`src/rtl/key_receiver.sv`:
```
// key_receiver: captures a key on each rising edge of key_gen_in into a 2-entry FIFO, drops on full.
// Define KEY_RX_DUP_CHECK_EN to add the sticky dup_err output (repeat of the previous accepted key).
module key_receiver #(
  parameter int KEY_LEN_P = 128
) (
  input  logic                 clock,
  input  logic                 preset,
  input  logic [KEY_LEN_P-1:0] key_in,
  input  logic                 key_gen_in,
  input  logic                 key_ready,
  output logic                 key_valid,
  output logic [KEY_LEN_P-1:0] key_out,
  output logic [7:0]           key_count,
`ifdef KEY_RX_DUP_CHECK_EN
  output logic                 dup_err,
`endif
  output logic                 overflow
);

  logic [KEY_LEN_P-1:0] mem_r [2];
  logic                 rd_ptr_r;
  logic                 wr_ptr_r;
  logic [1:0]           occ_r;
  logic                 gen_prev_r;
  logic                 key_valid_r;
  logic [KEY_LEN_P-1:0] key_out_r;
  logic [7:0]           key_count_r;
  logic                 overflow_r;

  logic                 edge_s;
  logic                 pop_s;
  logic                 full_s;
  logic                 push_s;
  logic                 drop_s;
  logic [KEY_LEN_P-1:0] mem0_nxt_s;
  logic [KEY_LEN_P-1:0] mem1_nxt_s;
  logic                 rd_ptr_nxt_s;
  logic                 wr_ptr_nxt_s;
  logic [1:0]           occ_nxt_s;
  logic [KEY_LEN_P-1:0] head_nxt_s;

  // Next buffer state; the registered head is loaded from it so key_out tracks the FIFO with latency 1.
  always_comb begin
    edge_s       = key_gen_in & ~gen_prev_r;
    pop_s        = key_valid_r & key_ready;
    full_s       = (occ_r == 2'd2);
    push_s       = edge_s & (~full_s | pop_s);
    drop_s       = edge_s & full_s & ~pop_s;
    rd_ptr_nxt_s = rd_ptr_r ^ pop_s;
    wr_ptr_nxt_s = wr_ptr_r ^ push_s;
    if (push_s && (wr_ptr_r == 1'b0)) begin
      mem0_nxt_s = key_in;
    end else begin
      mem0_nxt_s = mem_r[0];
    end
    if (push_s && (wr_ptr_r == 1'b1)) begin
      mem1_nxt_s = key_in;
    end else begin
      mem1_nxt_s = mem_r[1];
    end
    case ({push_s, pop_s})
      2'b10:   occ_nxt_s = occ_r + 2'd1;
      2'b01:   occ_nxt_s = occ_r - 2'd1;
      default: occ_nxt_s = occ_r;
    endcase
    if (rd_ptr_nxt_s) begin
      head_nxt_s = mem1_nxt_s;
    end else begin
      head_nxt_s = mem0_nxt_s;
    end
  end

  // FIFO storage, pointers, edge history, registered outputs and the sticky overflow flag.
  always_ff @(posedge clock) begin
    if (preset) begin
      mem_r[0]    <= '0;
      mem_r[1]    <= '0;
      rd_ptr_r    <= 1'b0;
      wr_ptr_r    <= 1'b0;
      occ_r       <= 2'd0;
      gen_prev_r  <= 1'b0;
      key_valid_r <= 1'b0;
      key_out_r   <= '0;
      key_count_r <= 8'd0;
      overflow_r  <= 1'b0;
    end else begin
      mem_r[0]    <= mem0_nxt_s;
      mem_r[1]    <= mem1_nxt_s;
      rd_ptr_r    <= rd_ptr_nxt_s;
      wr_ptr_r    <= wr_ptr_nxt_s;
      occ_r       <= occ_nxt_s;
      gen_prev_r  <= key_gen_in;
      key_valid_r <= (occ_nxt_s != 2'd0);
      key_out_r   <= head_nxt_s;
      if (push_s) begin
        key_count_r <= key_count_r + 8'd1;
      end else begin
        key_count_r <= key_count_r;
      end
      overflow_r  <= overflow_r | drop_s;
    end
  end

  assign key_valid = key_valid_r;
  assign key_out   = key_out_r;
  assign key_count = key_count_r;
  assign overflow  = overflow_r;

`ifdef KEY_RX_DUP_CHECK_EN
  logic [KEY_LEN_P-1:0] last_key_r;
  logic                 dup_err_r;

  // Compare each accepted key against the previous accepted one; flag stays set until preset.
  always_ff @(posedge clock) begin
    if (preset) begin
      last_key_r <= '0;
      dup_err_r  <= 1'b0;
    end else if (push_s) begin
      last_key_r <= key_in;
      dup_err_r  <= dup_err_r | (key_in == last_key_r);
    end else begin
      last_key_r <= last_key_r;
      dup_err_r  <= dup_err_r;
    end
  end

  assign dup_err = dup_err_r;
`endif

endmodule
```
`config.mk`:
```
export PLATFORM = sky130hd
export DESIGN_NAME = key_receiver
export DESIGN_NICKNAME = d
export VERILOG_FILES = /design/src/rtl/key_receiver.sv
export SDC_FILE = /design/constraint.sdc
export NUM_CORES = 1
export LEC_CHECK = 0
export ABC_AREA = 1
export BUFFER_PORTS_ARGS = -buffer_cell sky130_fd_sc_hd__buf_4
export CAP_MARGIN = 20
export CORE_AREA = 2 2 149 180
export CTS_BUF_LIST = sky130_fd_sc_hd__clkbuf_16
export DETAILED_ROUTE_END_ITERATION = 7
export DIE_AREA = 0 0 151 182
export PLACE_DENSITY_LB_ADDON = 0.05
export RECOVER_POWER = 100
export REMOVE_ABC_BUFFERS = 1
export SLEW_MARGIN = 20
export SYNTH_ARGS = -nofsm -noshare
export SYNTH_HDL_FRONTEND = slang
export SYNTH_SLANG_ARGS = --single-unit
export TNS_END_PERCENT = 10
```
`constraint.sdc`:
```
create_clock -name clock -period 2.29 [get_ports clock]
set_clock_uncertainty 0.2 [all_clocks]
set_input_delay 0.229 -clock clock [delete_from_list [all_inputs] [get_ports clock]]
set_output_delay 0.229 -clock clock [all_outputs]
set_load 0.005 [all_outputs]
```
==> out/qor.csv <==
stage,metric,value,unit
yosys,area share of the leading cell type in the synthesized netlist,0.574,
critical_path,Setup Crit Path Kind,in2reg,
global_route,pin count of the biggest net entering global routing,110,
critical_path,r2r setup slk,0.15,ns
global_route,vias in the first global route,10900,
critical_path,maximum net fanout on the critical path,43,
clock_tree,H-Tree Depth,2,
place,Port Buffer Count,269,
pwr,Leak Pwr,7.74,nW
pwr,PwrDens,978,nW/µm²
detailed_routing,Iteration-0 DRC Markers,527,
floorplanning,Core Box Area,25900,µm²
yosys,mean post-synth cell area,9.24,µm²
critical_path,crit end category,flip-flop,
detailed_routing,ANT nets after route,0,
floorplanning,Row Count,65,
floorplanning,chip width,151,µm
sta,final hold viol count,0,
critical_path,crit start category,input port,
place,final RePlAce weighted congestion,0.813,
critical_path,WP data required,2.47,ns
yosys,synth top area cells,"dfxtp_1 (57%), nor2_1 (11%), mux2i_1 (9.2%)",
critical_path,crit path cell chain,dlygate4sd3_1 -> buf_4 -> nand2_1 -> inv_1 -> nand2_1 -> inv_1 -> ha_4 -> buf_16 -> mux2i_1 -> a21oi_1,
sta,worst-margin pin slew,0.922,ns
critical_path,worst path arrival time,2.36,ns
place,Place WS,0.150,ns
yosys,Seq cells post-synth,399,
floorplanning,Die H,182,µm
sta,setup violators final,0,
floorplanning,Starting Density,0.538,
sta,min setup slack post-route,0.113,ns
pwr,total power,0.0182,W
sta,Tcrit/Tclk final,0.951,
detailed_routing,final WL,33600,µm
worst_hold_path,Worst Hold Depth,2,
clock_tree,insertion delay to the later sink of the worst-skew pair,0.52,ns
critical_path,Reg-to-Reg End,key_out[12]$_SDFF_PP0_,
yosys,sequential share of the synthesized area,0.574,
clock_tree,CTS tree,yes,
detailed_routing,routed vias/inst,5.10,
global_route,first-pass GRT wire length,54100,µm
finish,fill cell count,1982,
yosys,cell taking the most area after synthesis,dfxtp_1,
detailed_routing,wire per inst,15.1,µm
flow_run,max-cap violations,0,
worst_hold_path,Hold EP,mem_r[0][212]$_SDFF_PP0_,
finish,Antenna Cells,0,
floorplanning,Ports,270,
sta,max-slew violations,0,
pwr,VDD IR-drop max,0.734,mV
clock_tree,Longest Clk Path Bufs,3,
clock_tree,TritonCTS buffer count,40,
global_route,gr ovfl total,0,
global_route,initial antenna violation count,0,
finish,synthesis-to-finish area growth,33.6,%
worst_hold_path,Worst Hold Class,reg2reg,
detailed_routing,Pre-antenna DRT Iters,5,
clock_tree,Worst-path clk slew,0.06,ns
detailed_routing,drc violations,0,
run_status,status,"complete, no violations",
clock_tree,clock root buffer,clkbuf_16,
sta,Fmax,0.459,GHz
yosys,post-synthesis cell count,1505,
detailed_routing,via count,11400,
floorplanning,Die Area,27500,µm²
sta,final worst path period need,2.18,ns
sta,RSZ-0062 raised after global routing,true,
sta,Slew headroom,0.385,
global_route,GR Util All Layers,0.239,
yosys,"Cell Area, Synth",13900,µm²
critical_path,R2R depth,8,
finish,share of cells above drive strength 1,0.198,
critical_path,"Slowest-stage cell, CP",dlygate4sd3_1,
yosys,library cells used by synthesis,23,
yosys,yosys synthesis warning count,0,
place,DPL Wire Length,20000,µm
critical_path,Worst R2R Start,occ_r[0]$_SDFF_PP0_,
critical_path,Max stage delay on crit path,0.54,ns
finish,fin nets,1999,
worst_hold_path,min-delay src,mem_r[0][212]$_SDFF_PP0_,
clock_tree,clk sinks,399,
-- metrics by stage --
stage,utilization,hold slack [ns],cell area [µm²],setup TNS (ns),instances
after floorplan,-,0.0957,13200,-1331.18,1391
after global placement,0.623,0.246,16100,0,2026
after detailed placement,0.623,0.258,16100,0,2026
after CTS,0.721,0.289,18600,0,2226
after global routing,0.718,0.308,18600,-0.0315,2226
final,0.718,0.284,18600,0,2226
-- report_power, final --
part,internal (W),switching (W)
sequential,0.00799,0.000359
clock,0.00341,0.00256
combinational,0.00178,0.00207
-- synth_stat cells --
cell type,n
nor2_1,403
dfxtp_1,399
a21oi_1,218
o21ai_0,133
mux2i_1,128
buf_2,61
a21oi_2,40
nand2_1,29
inv_1,22
buf_6,17
clkbuf_1,13
clkbuf_2,11
nand3_1,9
buf_4,8
ha_1,3
buf_1,2
clkbuf_4,2
nor3_1,2
clkinv_2,1
inv_4,1
nand2_2,1
nand4_1,1
xnor2_4,1
-- per-layer routing --
metal | wire length, µm | global-route usage | share of wire | vias up
met5 | 0 | 0 | 0 | -
met3 | 1630 | 0.0384 | 0.049 | 68
met1 | 14700 | 0.307 | 0.44 | 5287
li1 | - | - | - | 5709
met4 | 1010 | 0.0852 | 0.030 | 0
met2 | 16300 | 0.406 | 0.48 | 287
-- worst max-delay path, delay by kind of cell --
family                   cells  cell delay (ns)
AO/OA/AOI/OAI                1             0.10
multiplexers                 1             0.31
adder cells (fa/ha/maj)      1             0.29
AND/OR/NAND/NOR              2             0.16
buffers and inverters        5             1.22
-- sequential cells by signal (all words and copies together) (netlist names) --
register / flops
gen_prev_r: 1
rd_ptr_r: 1
overflow: 1
key_count: 8
key_valid: 1
wr_ptr_r: 1
key_out: 128
occ_r: 2
mem_r: 256
-- worst max path at each step --
stage                                     from                  endpoint  cells past startpoint
after CTS                           key_gen_in    key_out[41]$_SDFF_PP0_                     10
after detailed placement   occ_r[0]$_SDFF_PP0_    key_out[38]$_SDFF_PP0_                      8
after floorplan           key_valid$_SDFF_PP0_     key_out[0]$_SDFF_PP0_                      7
final                               key_gen_in    key_out[12]$_SDFF_PP0_                     10
after global routing       occ_r[0]$_SDFF_PP0_  mem_r[0][171]$_SDFF_PP0_                      8
after global placement     occ_r[0]$_SDFF_PP0_   key_out[124]$_SDFF_PP0_                      8
-- final cells by class --
type                       count  area, µm²  area share
sequential                   399       7990       0.430
tap                          335        419      0.0226
timing repair buffer         431       3690       0.199
multi-input combinational    968       5170       0.279
inverter                      24       97.6     0.00525
clock buffer                  42       1050      0.0566
clock inverter                27        151     0.00815
-- cell families (layout without fill, tap and decap cells) --
group,after synthesis,after routing,synth area share
and+or+nand+nor,445,445,0.121
DFF,399,399,0.574
AOI/OAI and AO/OA,391,391,0.152
buffers and inverters,138,524,0.0559
muxes,128,128,0.0921
adders and majority gates,3,3,0.00270
xor gates and xnor gates,1,1,0.00198
-- placed cells by master, fill, tap and decap left out, types with 2 or more instances in the layout --
master | netlist | routed
buf_12 | 0 | 14
buf_16 | 0 | 2
clkinv_1 | 0 | 11
o21ai_0 | 133 | 133
ha_4 | 0 | 2
clkbuf_4 | 2 | 112
a21oi_1 | 218 | 218
mux2i_2 | 0 | 2
dlygate4sd3_1 | 0 | 131
nand2_1 | 29 | 29
nand3_1 | 9 | 9
nor3_1 | 2 | 2
clkbuf_16 | 0 | 42
a21oi_2 | 40 | 40
nor2_1 | 403 | 403
inv_1 | 22 | 29
mux2i_1 | 128 | 126
clkinv_2 | 1 | 6
buf_4 | 8 | 147
buf_1 | 2 | 2
clkbuf_1 | 13 | 22
dfxtp_1 | 399 | 399
-- what timing repair did --
item                                    CTS  global route
endpoints found under the hold margin   386             0
buffers inserted                          0             0
endpoints found under the setup margin    0            31
hold buffers                            131             0
resized for setup                         0             5
No activity file was read; power rests on OpenSTA's default activity.
